`src/rtl/f1_reaction_timer.sv`:
```
// f1_reaction_timer
// Watches a thermometer-coded start-light bar, then measures how many clock
// cycles pass between lights-out and the driver's button press. Illegal light
// patterns and early presses are flagged instead of producing a result.
//
// Optional feature: define F1_REACTION_TIMEOUT_EN to end a measurement with a
// timeout flag once the counter reaches its maximum. Without it the counter
// saturates and the block waits for the button indefinitely.
module f1_reaction_timer #(
    parameter int WIDTH     = 8,
    parameter int CNT_WIDTH = 16
) (
    input  logic                 clk,
    input  logic                 rst,
    input  logic [WIDTH-1:0]     lights_in,
    input  logic                 btn,
    input  logic                 clr,
    output logic [CNT_WIDTH-1:0] react_time,
    output logic                 valid,
    output logic                 false_start,
    output logic                 seq_err,
    output logic                 timeout
);

    localparam int LVL_W = $clog2(WIDTH + 1);
    localparam logic [WIDTH-1:0]     ALL_ON  = '1;
    localparam logic [CNT_WIDTH-1:0] CNT_MAX = '1;

    typedef enum logic [2:0] {
        IDLE,
        ARMING,
        FULL,
        TIMING,
        DONE,
        FAULT
    } state_t;

    state_t                 state_q, state_d;
    logic [LVL_W-1:0]       level_q, level_d;
    logic [CNT_WIDTH-1:0]   count_q, count_d;
    logic [CNT_WIDTH-1:0]   react_time_q, react_time_d;
    logic                   valid_q, valid_d;
    logic                   false_start_q, false_start_d;
    logic                   seq_err_q, seq_err_d;
    logic                   timeout_q, timeout_d;

    // Thermometer pattern with the lowest n lights lit.
    function automatic logic [WIDTH-1:0] therm(input logic [LVL_W:0] n);
        logic [WIDTH-1:0] t;
        for (int i = 0; i < WIDTH; i++) begin
            t[i] = (i < int'(n));
        end
        return t;
    endfunction

    // Next-state and next-output decision; clr overrides every transition.
    always_comb begin
        state_d       = state_q;
        level_d       = level_q;
        count_d       = count_q;
        react_time_d  = react_time_q;
        valid_d       = valid_q;
        false_start_d = false_start_q;
        seq_err_d     = seq_err_q;
        timeout_d     = timeout_q;

        if (clr) begin
            state_d       = IDLE;
            level_d       = '0;
            count_d       = '0;
            react_time_d  = '0;
            valid_d       = 1'b0;
            false_start_d = 1'b0;
            seq_err_d     = 1'b0;
            timeout_d     = 1'b0;
        end else begin
            case (state_q)
                IDLE: begin
                    if (lights_in == '0) begin
                        state_d = IDLE;
                    end else if (lights_in == therm((LVL_W+1)'(1))) begin
                        state_d = ARMING;
                        level_d = LVL_W'(1);
                    end else begin
                        state_d   = FAULT;
                        seq_err_d = 1'b1;
                    end
                end
                ARMING: begin
                    if (btn) begin
                        state_d       = FAULT;
                        false_start_d = 1'b1;
                    end else if (lights_in == ALL_ON) begin
                        state_d = FULL;
                        level_d = LVL_W'(WIDTH);
                    end else if (lights_in == therm({1'b0, level_q})) begin
                        state_d = ARMING;
                    end else if (lights_in == therm({1'b0, level_q} + (LVL_W+1)'(1))) begin
                        level_d = level_q + LVL_W'(1);
                    end else begin
                        state_d   = FAULT;
                        seq_err_d = 1'b1;
                    end
                end
                FULL: begin
                    if (btn) begin
                        state_d       = FAULT;
                        false_start_d = 1'b1;
                    end else if (lights_in == '0) begin
                        state_d = TIMING;
                        count_d = '0;
                    end else if (lights_in != ALL_ON) begin
                        state_d   = FAULT;
                        seq_err_d = 1'b1;
                    end
                end
                TIMING: begin
                    if (btn) begin
                        state_d      = DONE;
                        react_time_d = count_q;
                        valid_d      = 1'b1;
`ifdef F1_REACTION_TIMEOUT_EN
                    end else if (count_q == CNT_MAX) begin
                        state_d      = DONE;
                        react_time_d = CNT_MAX;
                        timeout_d    = 1'b1;
                    end else begin
                        count_d = count_q + CNT_WIDTH'(1);
                    end
`else
                    end else if (count_q != CNT_MAX) begin
                        count_d = count_q + CNT_WIDTH'(1);
                    end
`endif
                end
                DONE, FAULT: begin
                    state_d = state_q;
                end
                default: begin
                    state_d = IDLE;
                end
            endcase
        end
    end

    // State and output registers with synchronous active-low reset.
    always_ff @(posedge clk) begin
        if (!rst) begin
            state_q       <= IDLE;
            level_q       <= '0;
            count_q       <= '0;
            react_time_q  <= '0;
            valid_q       <= 1'b0;
            false_start_q <= 1'b0;
            seq_err_q     <= 1'b0;
            timeout_q     <= 1'b0;
        end else begin
            state_q       <= state_d;
            level_q       <= level_d;
            count_q       <= count_d;
            react_time_q  <= react_time_d;
            valid_q       <= valid_d;
            false_start_q <= false_start_d;
            seq_err_q     <= seq_err_d;
            timeout_q     <= timeout_d;
        end
    end

    assign react_time  = react_time_q;
    assign valid       = valid_q;
    assign false_start = false_start_q;
    assign seq_err     = seq_err_q;
    assign timeout     = timeout_q;

endmodule
```
`config.mk`:
```
export PLATFORM = sky130hd
export DESIGN_NAME = f1_reaction_timer
export DESIGN_NICKNAME = d
export VERILOG_FILES = /design/src/rtl/f1_reaction_timer.sv
export SDC_FILE = /design/constraint.sdc
export NUM_CORES = 1
export LEC_CHECK = 0
export CORE_ASPECT_RATIO = 0.75
export CORE_MARGIN = 2
export CORE_UTILIZATION = 33
export CTS_CLUSTER_DIAMETER = 120
export CTS_CLUSTER_SIZE = 20
export DETAILED_ROUTE_END_ITERATION = 16
export MAX_ROUTING_LAYER = met4
export SETUP_SLACK_MARGIN = 0.4
export SKIP_CTS_REPAIR_TIMING = 1
export SYNTH_ARGS = -nofsm -noshare
export SYNTH_HDL_FRONTEND = slang
export SYNTH_SLANG_ARGS = --single-unit
```
`constraint.sdc`:
```
create_clock -name clk -period 2.8 [get_ports clk]
set_input_delay 0.56 -clock clk [delete_from_list [all_inputs] [get_ports clk]]
set_output_delay 0.56 -clock clk [all_outputs]
set_load 0.01 [all_outputs]
```
* Word level (Yosys, flattened, before mapping)
Index checks and enable logic that the tools add are counted.
Word-level totals: flip-flop bits (word level) 42, bits of input ports 12, output and inout port bits 20, word-level logic and storage cells 104
Cells by class: $add $sub $neg 3, order comparisons 16, equal/unequal tests 29, muxes and demuxes 33, bitwise logic cells 2, reductions and logical operators 14
Operators by type and width (count):
- $mux W16 | 4
- $pmux W16 S2 | 1
- $mux W3 | 10
- $ne A2 B2 Y1 const B | 14
- $mux W4 | 6
- $lt A3 B5 Y1 const A | 4
- $add A16 B1 Y16 const B | 1
- $eq A8 B8 Y1 | 2
- $lt A3 B4 Y1 const A | 4
- $ne A16 B16 Y1 const B | 1
- $pmux W3 S5 | 1
- $lt A1 B5 Y1 const A | 2
- $lt A2 B5 Y1 const A | 2
- $reduce_and A10 Y1 | 1
- $mux W1 | 9
- $eq A8 B1 Y1 const B | 1
- $eq A8 B8 Y1 const B | 1
- $logic_not A8 Y1 | 1
- $lt A1 B4 Y1 const A | 2
- $lt A2 B4 Y1 const A | 2
- $ne A8 B8 Y1 const B | 1
- $pmux W4 S2 | 1
- $eq A3 B2 Y1 const B | 2
- $eq A3 B3 Y1 const B | 2
- other kinds (16) | 22

* Depth between registers and ports, before layout
Gate-level depths: netlist (run 1).
word-level depth 8, mapped depth 11, gate-level depth less buffers 9

* Least setup slack after synthesis (run 1)
Ideal clock, no wire load.
kind register -> register, start point register level_q[0], end point register state_q[2], library setup time 0.128 ns, data arrival time 2.537 ns, required time 2.672 ns, setup slack 0.135 ns, cell stages (with the launch flop) 11, path buffers 2, clock period less this slack 2.665 ns, cells stage by stage dfxtp_1 buf_4 inv_1 ha_1 buf_2 or3_1 a222oi_1 nand3_1 or4_1 a21oi_2 nor3_1
On the way: cells in the longest elaborated chain, start to end 6, elaborated cells on any way between the ends 25, classes of those cells add/sub: 1; order compare: 16; eq/ne: 3; mux: 4; reduce/logical: 1
RTL lines:
- from (decl) | RTL line 39 | logic [LVL_W-1:0] level_q, level_d;
- from (signal assigned) | RTL line 159 | level_q <= level_d;
- branches (longest 6 deep; another with $add A4 B1 Y5)
- to (signal assigned) | RTL line 158 | state_q <= state_d;
- to (decl) | RTL line 38 | state_t state_q, state_d;
Several ways; the timed one is not identified. A chain may end at the register's enable or synchronous reset.

* Final worst setup path (run 1)
start point input lights_in[7], end point register level_q[1]
On the way: cells in the longest elaborated chain, start to end 4, elaborated cells on any way between the ends 13, classes of those cells eq/ne: 8; mux: 3; reduce/logical: 2
RTL lines:
- from (decl) | RTL line 15 | input logic [WIDTH-1:0] lights_in,
- $eq A8 B8 Y1 | RTL line 93 | end else if (lights_in == ALL_ON) begin
- $mux W4 | RTL line 93
- $mux W4 | RTL line 90 | if (btn) begin
- $pmux W4 S2 | RTL line 77 | case (state_q)
Parallel ways exist; a longest one is shown, timed or not. The select of a mux whose other input is x is not followed.

==> metrics.md, run 1 <==
| Metric | Value |
|---|---|
| Total grt overflow | 0 |
| Worst hold stages | 2 |
| Yosys top cell area share | 35.2% |
| Reg-to-reg slack, setup | 0.29 ns |
| Gr usage total | 16.6% |
| Tcrit/Tclk final | 90.5% |
| Routability cong. | 0.901 |
| Inst Count DP | 451 |
| Initial Util | 34.6% |
| Fmax | 395 MHz |
| Start of the worst register-to-register path | level_q[1]$_SDFFE_PP0P_ |
| Fill cells | 712 |
| Initial antenna violation count | 0 |
| Critical Path Fanout Max | 6 |
| CP cell instances | clkdlybuf4s50_1 -> nand2_1 -> buf_4 -> or3_1 -> a211oi_2 -> nand2_1 -> o41ai_4 -> buf_4 -> mux2_4 -> nor2_2 |
| DR DRC count | 0 |
| Dominant cell type by area after synthesis | dfxtp_1 |
| DP HPWL | 4640 microns |
| EDFF count, synth | 0 |
| Static leakage | 1.17 nW |
| Root Driver | clkbuf_8 |
| Register clock-pin slew on the reported worst setup and hold paths | 0.08 ns |
| Tightest Hold Check Type | reg2reg |
| Top cells by area, synth | dfxtp_1 (35%), nand2_1 (7.5%), a21oi_1 (5.9%) |
| Nets | 385 |
| Drt total wl | 6520 microns |
| Fraction of layout cells with a size suffix above 1 | 18.4% |
| Largest stage delay on the critical path | 0.56 ns |
| Clock Latency Late Sink | 0.30 ns |
| Syn_area_per_cell | 7.65 sq um |
| Die Y | 77.7 microns |
| Top Ports | 32 |
| RR Endpoint | level_q[1]$_SDFFE_PP0P_ |
| Rel. slew slack | 60.5% |
| Final hold violations | 0 |
| Synth Cell Area | 2390 sq um |
| I/O Buffers | 30 |
| Area Overhead vs Synth | 33.9% |
| Row Count | 26 |
| HP Start | react_time[8]$_SDFFE_PP0P_ |
| Min-Delay Endpoint | react_time[8]$_SDFFE_PP0P_ |
| CTS sink cnt | 42 |
| Area of the die | 7940 sq um |
| Type of destination of the critical path | flop |
| Worst Skew | 0.00954 ns |
| Final setup TNS | 0 ns |
| Minimum clock period after layout | 2.53 ns |
| Longest Clk Path Bufs | 2 |
| Worst path slowest cell | clkdlybuf4s50_1 |
| Vias in the first global route | 2147 |
| Final Max Slew Viols | 0 |
| RSZ-0062 raised after global routing | true |
| Crit path launch | lights_in[7] |
| Syn. warnings | 0 |
| R2R cell count | 11 |
| Yosys reg bits | 42 |
| Post-Syn Instances | 312 |
| Most frequent cells in the layout | nand2_1 (48), dfxtp_1 (40), buf_4 (38), nor2_1 (34), a21oi_1 (27) |
| Placeable Area | 6900 sq um |
| # diodes | 0 |
| H-tree level count | 2 |
| Most common cell after layout, fill and taps aside | nand2_1 |
| Vias post-DR | 2479 |
| CP required | 3.04 ns |
| Top FF cell, synth | dfxtp_1 |
| Num CTS Buffers | 5 |
| DRT antenna net count | 0 |
| Ys async rst share | 0% |
| Syn nets | 328 |
| Unique masters post-synth | 54 |
| Wire per inst | 14.0 microns |
| Initial drt markers | 206 |
| CTS tree | done |
| CP arrival | 2.77 ns |
| Critical path class | in2reg |
| Max-Cap Viols | 0 |
| Sequential area share after synthesis | 35.2% |
| Largest net degree at the start of global routing | 26 |
| 1st-pass router iterations | 5 |
| Status | completed |
| Setup crit start kind | primary input |
| Max VDD drop | 0.000197 V |
| PD cells | 346 nW/um^2 |
| Cell Count, Final, Fillers Out | 467 |
| Die width | 102 microns |
| Worst Max-Slew Pin Slew | 0.591 ns |
| Final Setup Violations | 0 |
| Vias/cell | 5.31 |
| First-pass GRT wire length | 10300 microns |
## flip-flops by register name (all words and copies together), names as in the netlist
signal       count
count_q         16
react_time      16
level_q          4
state_q          3
false_start      1
seq_err          1
valid            1
## power by group
part | leakage, nW | internal, W | switching (W)
Clock | 0.0438 | 0.000168 | 0.000212
Combinational | 0.784 | 0.0000574 | 0.0000638
Sequential | 0.341 | 0.000599 | 0.00000759
## metrics by stage
stage               hold slack [ns]  utilization (%)  instance area (sq um)  power, W  worst slack [ns]
finish                        0.455             46.4                   3200   0.00111             0.266
global placement              0.443             43.0                   2970  0.000733            -0.118
detailed placement            0.447             43.0                   2970  0.000733            -0.177
floorplan                     0.452                -                   2420  0.000678             0.254
CTS                           0.459             44.2                   3050   0.00111            0.0947
global route                  0.483             46.4                   3200   0.00115             0.186
## worst max path at each step
stage	to	cells past startpoint
after global routing	level_q[1]$_SDFFE_PP0P_	9
after CTS	level_q[1]$_SDFFE_PP0P_	9
after global placement	level_q[1]$_SDFFE_PP0P_	7
after floorplan	level_q[1]$_SDFFE_PP0P_	10
after detailed placement	level_q[1]$_SDFFE_PP0P_	7
final	level_q[1]$_SDFFE_PP0P_	10
## layer usage
metal  up-vias  track usage (%)  part of all wire [%]
met3        10             3.60                   6.6
met1      1154             24.9                    50
met5         -                -                     0
met4         0             4.40                   1.2
met2        95             22.3                    42
li1       1220                -                     -
## Yosys cell counts, types with 2 or more instances
master	count
o21ai_0	9
nand2b_1	6
xnor2_1	5
o21a_1	2
nor2b_1	2
buf_2	3
nor3b_1	2
o21ai_1	4
and3_1	5
inv_1	10
buf_4	4
nor3_1	8
o221ai_1	2
nand2_1	48
or3_1	2
nand3_1	12
and2_1	2
o211ai_1	5
nand4_1	8
nor4_1	5
a21oi_1	28
dfxtp_1	42
xor2_1	13
clkbuf_1	11
a21o_1	2
a31oi_1	2
nor2_1	35
ha_1	4
a211oi_1	4
a21oi_2	2
and4_1	2
## area by class of cell
type	count	area (sq um)	share of cell area (%)
inverters	10	42.5	1.33
clock inverters	2	10.0	0.313
multi-input cells	242	1500	47.0
clock buffers	5	68.8	2.15
repair buffers	68	601	18.8
well taps	98	123	3.84
flip-flops and latches	42	848	26.5
## critical path: cells and delay by family
family / cells / cell delay, ns
AND/OR/NAND/NOR: 4 / 0.70
multiplexers: 1 / 0.30
buffers and inverters: 3 / 0.90
AO/OA/AOI/OAI: 2 / 0.30
## cells by family after synthesis
| kind of cell | share of synthesized area (%) |
|---|---|
| simple gates | 27.9 |
| other cells | 0.157 |
| mux | 0.891 |
| flops | 35.2 |
| compound gates | 21.2 |
| fa+ha+maj | 2.10 |
| buf+inv | 5.19 |
| xor+xnor | 7.29 |
Note: power is estimated with default switching activity, not from simulation.
==> inputs of run 2 (changes only) <==
--- a/config.mk
+++ b/config.mk
@@ -5,15 +5,18 @@
 export SDC_FILE = /design/constraint.sdc
 export NUM_CORES = 1
 export LEC_CHECK = 0
+export CELL_PAD_IN_SITES_DETAIL_PLACEMENT = 0
+export CELL_PAD_IN_SITES_GLOBAL_PLACEMENT = 1
 export CORE_ASPECT_RATIO = 0.75
 export CORE_MARGIN = 2
 export CORE_UTILIZATION = 33
 export CTS_CLUSTER_DIAMETER = 120
 export CTS_CLUSTER_SIZE = 20
 export DETAILED_ROUTE_END_ITERATION = 16
-export MAX_ROUTING_LAYER = met4
+export PLACE_DENSITY_LB_ADDON = 0.1
 export SETUP_SLACK_MARGIN = 0.4
 export SKIP_CTS_REPAIR_TIMING = 1
+export SLEW_MARGIN = 20
 export SYNTH_ARGS = -nofsm -noshare
 export SYNTH_HDL_FRONTEND = slang
 export SYNTH_SLANG_ARGS = --single-unit
==> run 2 against run 1 <==
  * Combinational power grew 9%
  * Critical path type unchanged
  * Total power rose by 4.0%
  * Non-clock buffer count rose by 5
  * Sequential share of layout area down 0.59 points
  * Utilization increased by 1.1 points
  * Final cell count rose by 1.3%
  * Final area is 2.3% higher
  * Via count fell by 2.3%
  * Largest cell class unchanged
  * Register-to-register slack hardly changed
  * Worst setup slack gained 0.0016 ns
  * Highest routed layer unchanged
==> metrics.md, run 2 (synthesis gave the netlist of run 1 again) <==
| Metric | Value |
|---|---|
| Status | completed |
| Placeable Area | 6900 sq um (unchanged) |
| 1st-pass router iterations | 4 (-1) |
| Routability cong. | 0.850 (-5.7%) |
| DR DRC count | 0 (unchanged) |
| Cell Count, Final, Fillers Out | 473 (+1.3%) |
| Die Y | 77.7 microns (unchanged) |
| Initial drt markers | 97 (-53%) |
| Fraction of layout cells with a size suffix above 1 | 19.2% (+0.77 points) |
| Most common cell after layout, fill and taps aside | nand2_1 |
| Final Max Slew Viols | 0 (unchanged) |
| Top Ports | 32 (unchanged) |
| Crit path launch | lights_in[5] |
| DP HPWL | 4890 microns (+5.3%) |
| I/O Buffers | 30 (unchanged) |
| Grt peak-use layer | met1 |
| Initial Util | 34.6% (unchanged) |
| Final hold violations | 0 (unchanged) |
| Root Driver | clkbuf_8 |
| Total grt overflow | 0 (unchanged) |
| Register clock-pin slew on the reported worst setup and hold paths | 0.08 ns (about the same) |
| Area Overhead vs Synth | 36.9% |
| Critical Path Fanout Max | 7 (+1) |
| Clock Latency Late Sink | 0.29 ns (about the same) |
| Initial antenna violation count | 0 (unchanged) |
| Hold Worst Slack | 0.454 ns (-0.00106 ns) |
| Largest net degree at the start of global routing | 26 (unchanged) |
| Critical path class | in2reg |
| CTS tree | done |
| Tightest Hold Check Type | reg2reg |
| Vias in the first global route | 2158 (+0.51%) |
| Final Setup Violations | 0 (unchanged) |
| Row Count | 26 (unchanged) |
| M3 GR Usage | 2.97% (-0.63 points) |
| Multi-input logic area | 1520 sq um (+1.2%) |
| First-pass GRT wire length | 11300 microns (+9.8%) |
| Rel. slew slack | 57.2% (-3.3 points) |
| Num CTS Buffers | 5 (unchanged) |
| Area of the die | 7940 sq um (unchanged) |
| Most frequent cells in the layout | nand2_1 (48), buf_4 (42), dfxtp_1 (40), nor2_1 (34), a21oi_1 (27) |
| Minimum clock period after layout | 2.53 ns (-0.00161 ns) |
| Tcrit/Tclk final | 90.4% (about the same) |
| Fmax | 395 MHz (about the same) |
| Fill cells | 724 (+1.7%) |
| Vias post-DR | 2421 (-2.3%) |
| Register Area | 848 sq um (unchanged) |
| CP required | 3.03 ns (about the same) |
| HP Start | react_time[0]$_SDFFE_PP0P_ |
| Max-Cap Viols | 0 (unchanged) |
| PD cells | 352 nW/um^2 (+1.7%) |
| Wire per inst | 14.2 microns (+2.0%) |
| Final setup TNS | 0 ns (unchanged) |
| Met2 usage | 23.2% (+0.92 points) |
| Type of destination of the critical path | flop |
| GR Util met1 | 30.1% (+5.2 points) |
| Worst Skew | 0.00577 ns (-0.00377 ns) |
| Max VDD drop | 0.000192 V (-2.1%) |
| Setup crit start kind | primary input |
| Nets | 390 (+1.3%) |
| # diodes | 0 (unchanged) |
| DRT antenna net count | 0 (unchanged) |
| Die width | 102 microns (unchanged) |
| Tot Pwr | 0.00115 W (+4.0%) |
| Gr usage total | 17.8% (+1.2 points) |
| H-tree level count | 2 (unchanged) |
| CP arrival | 2.77 ns (about the same) |
| Longest Clk Path Bufs | 2 (unchanged) |
| Drt total wl | 6730 microns (+3.3%) |
| Start of the worst register-to-register path | level_q[1]$_SDFFE_PP0P_ |
| RSZ-0062 raised after global routing | true |
| Static leakage | 1.19 nW (+1.9%) |
| Vias/cell | 5.12 (-3.6%) |
| Inst Count DP | 455 (+0.89%) |
| Worst Max-Slew Pin Slew | 0.640 ns (+0.0487 ns) |
| CTS sink cnt | 42 (unchanged) |
[run 2: cell types whose count changed in the layout (fill, tap and decap cells not counted), moves of 2 or more]
cell    change
buf_4       +4
nor4_1      +2
nor4_2      -2
or3_1       -2
or3_4       +2
[run 2: through the flow]
| step | area, sq um | setup WS, ns | util (%) |
|---|---|---|---|
| 2_1_floorplan | 2420 | 0.254 | - |
| 3_3_place_gp | 3000 | -0.189 | 43.5 |
| 3_5_place_dp | 3000 | -0.168 | 43.5 |
| 4_1_cts | 3090 | 0.0524 | 44.8 |
| 5_1_grt | 3270 | 0.159 | 47.4 |
| 6_report | 3270 | 0.267 | 47.4 |
[run 2: cell type report]
cell class | count | area share [%]
multi-input combinational | 242 | 46.5
sequential | 42 | 25.9
timing repair buffer | 73 | 19.6
tap | 98 | 3.75
clock buffer | 6 | 2.53
inverter | 10 | 1.30
clock inverter | 2 | 0.383
[run 2: metal layers]
metal,share of wire [%],wire [microns],vias up
met2,39,2650,54
met4,0.42,28,0
met1,54,3650,1133
li1,-,-,1230
met3,6.1,410,4
met5,0,0,-
[run 2: report_power, final]
group | total [W] | internal [W] | switching, W | leakage, nW
sequential | 0.000602 | 0.000599 | 0.00000368 | 0.341
combinational | 0.000132 | 0.0000626 | 0.0000693 | 0.803
clock | 0.000417 | 0.000198 | 0.000218 | 0.0472
[run 2: final timing paths]
kind | endpoint | slack [ns] | cells after the start
setup / recovery | level_q[1]$_SDFFE_PP0P_ | 0.27 | 11
hold / removal | react_time[0]$_SDFFE_PP0P_ | 0.45 | 2
setup reg to reg | level_q[1]$_SDFFE_PP0P_ | 0.28 | 11
hold reg to reg | react_time[0]$_SDFFE_PP0P_ | 0.45 | 2
[run 2: critical path, cell delays in order]
cell             delay (ns)
clkdlybuf4s50_1        0.50
buf_4                  0.16
nand2_1                0.07
buf_4                  0.15
or3_4                  0.34
a211oi_2               0.22
nand2_1                0.13
o41ai_4                0.06
buf_4                  0.19
mux2_4                 0.31
nor2_4                 0.07
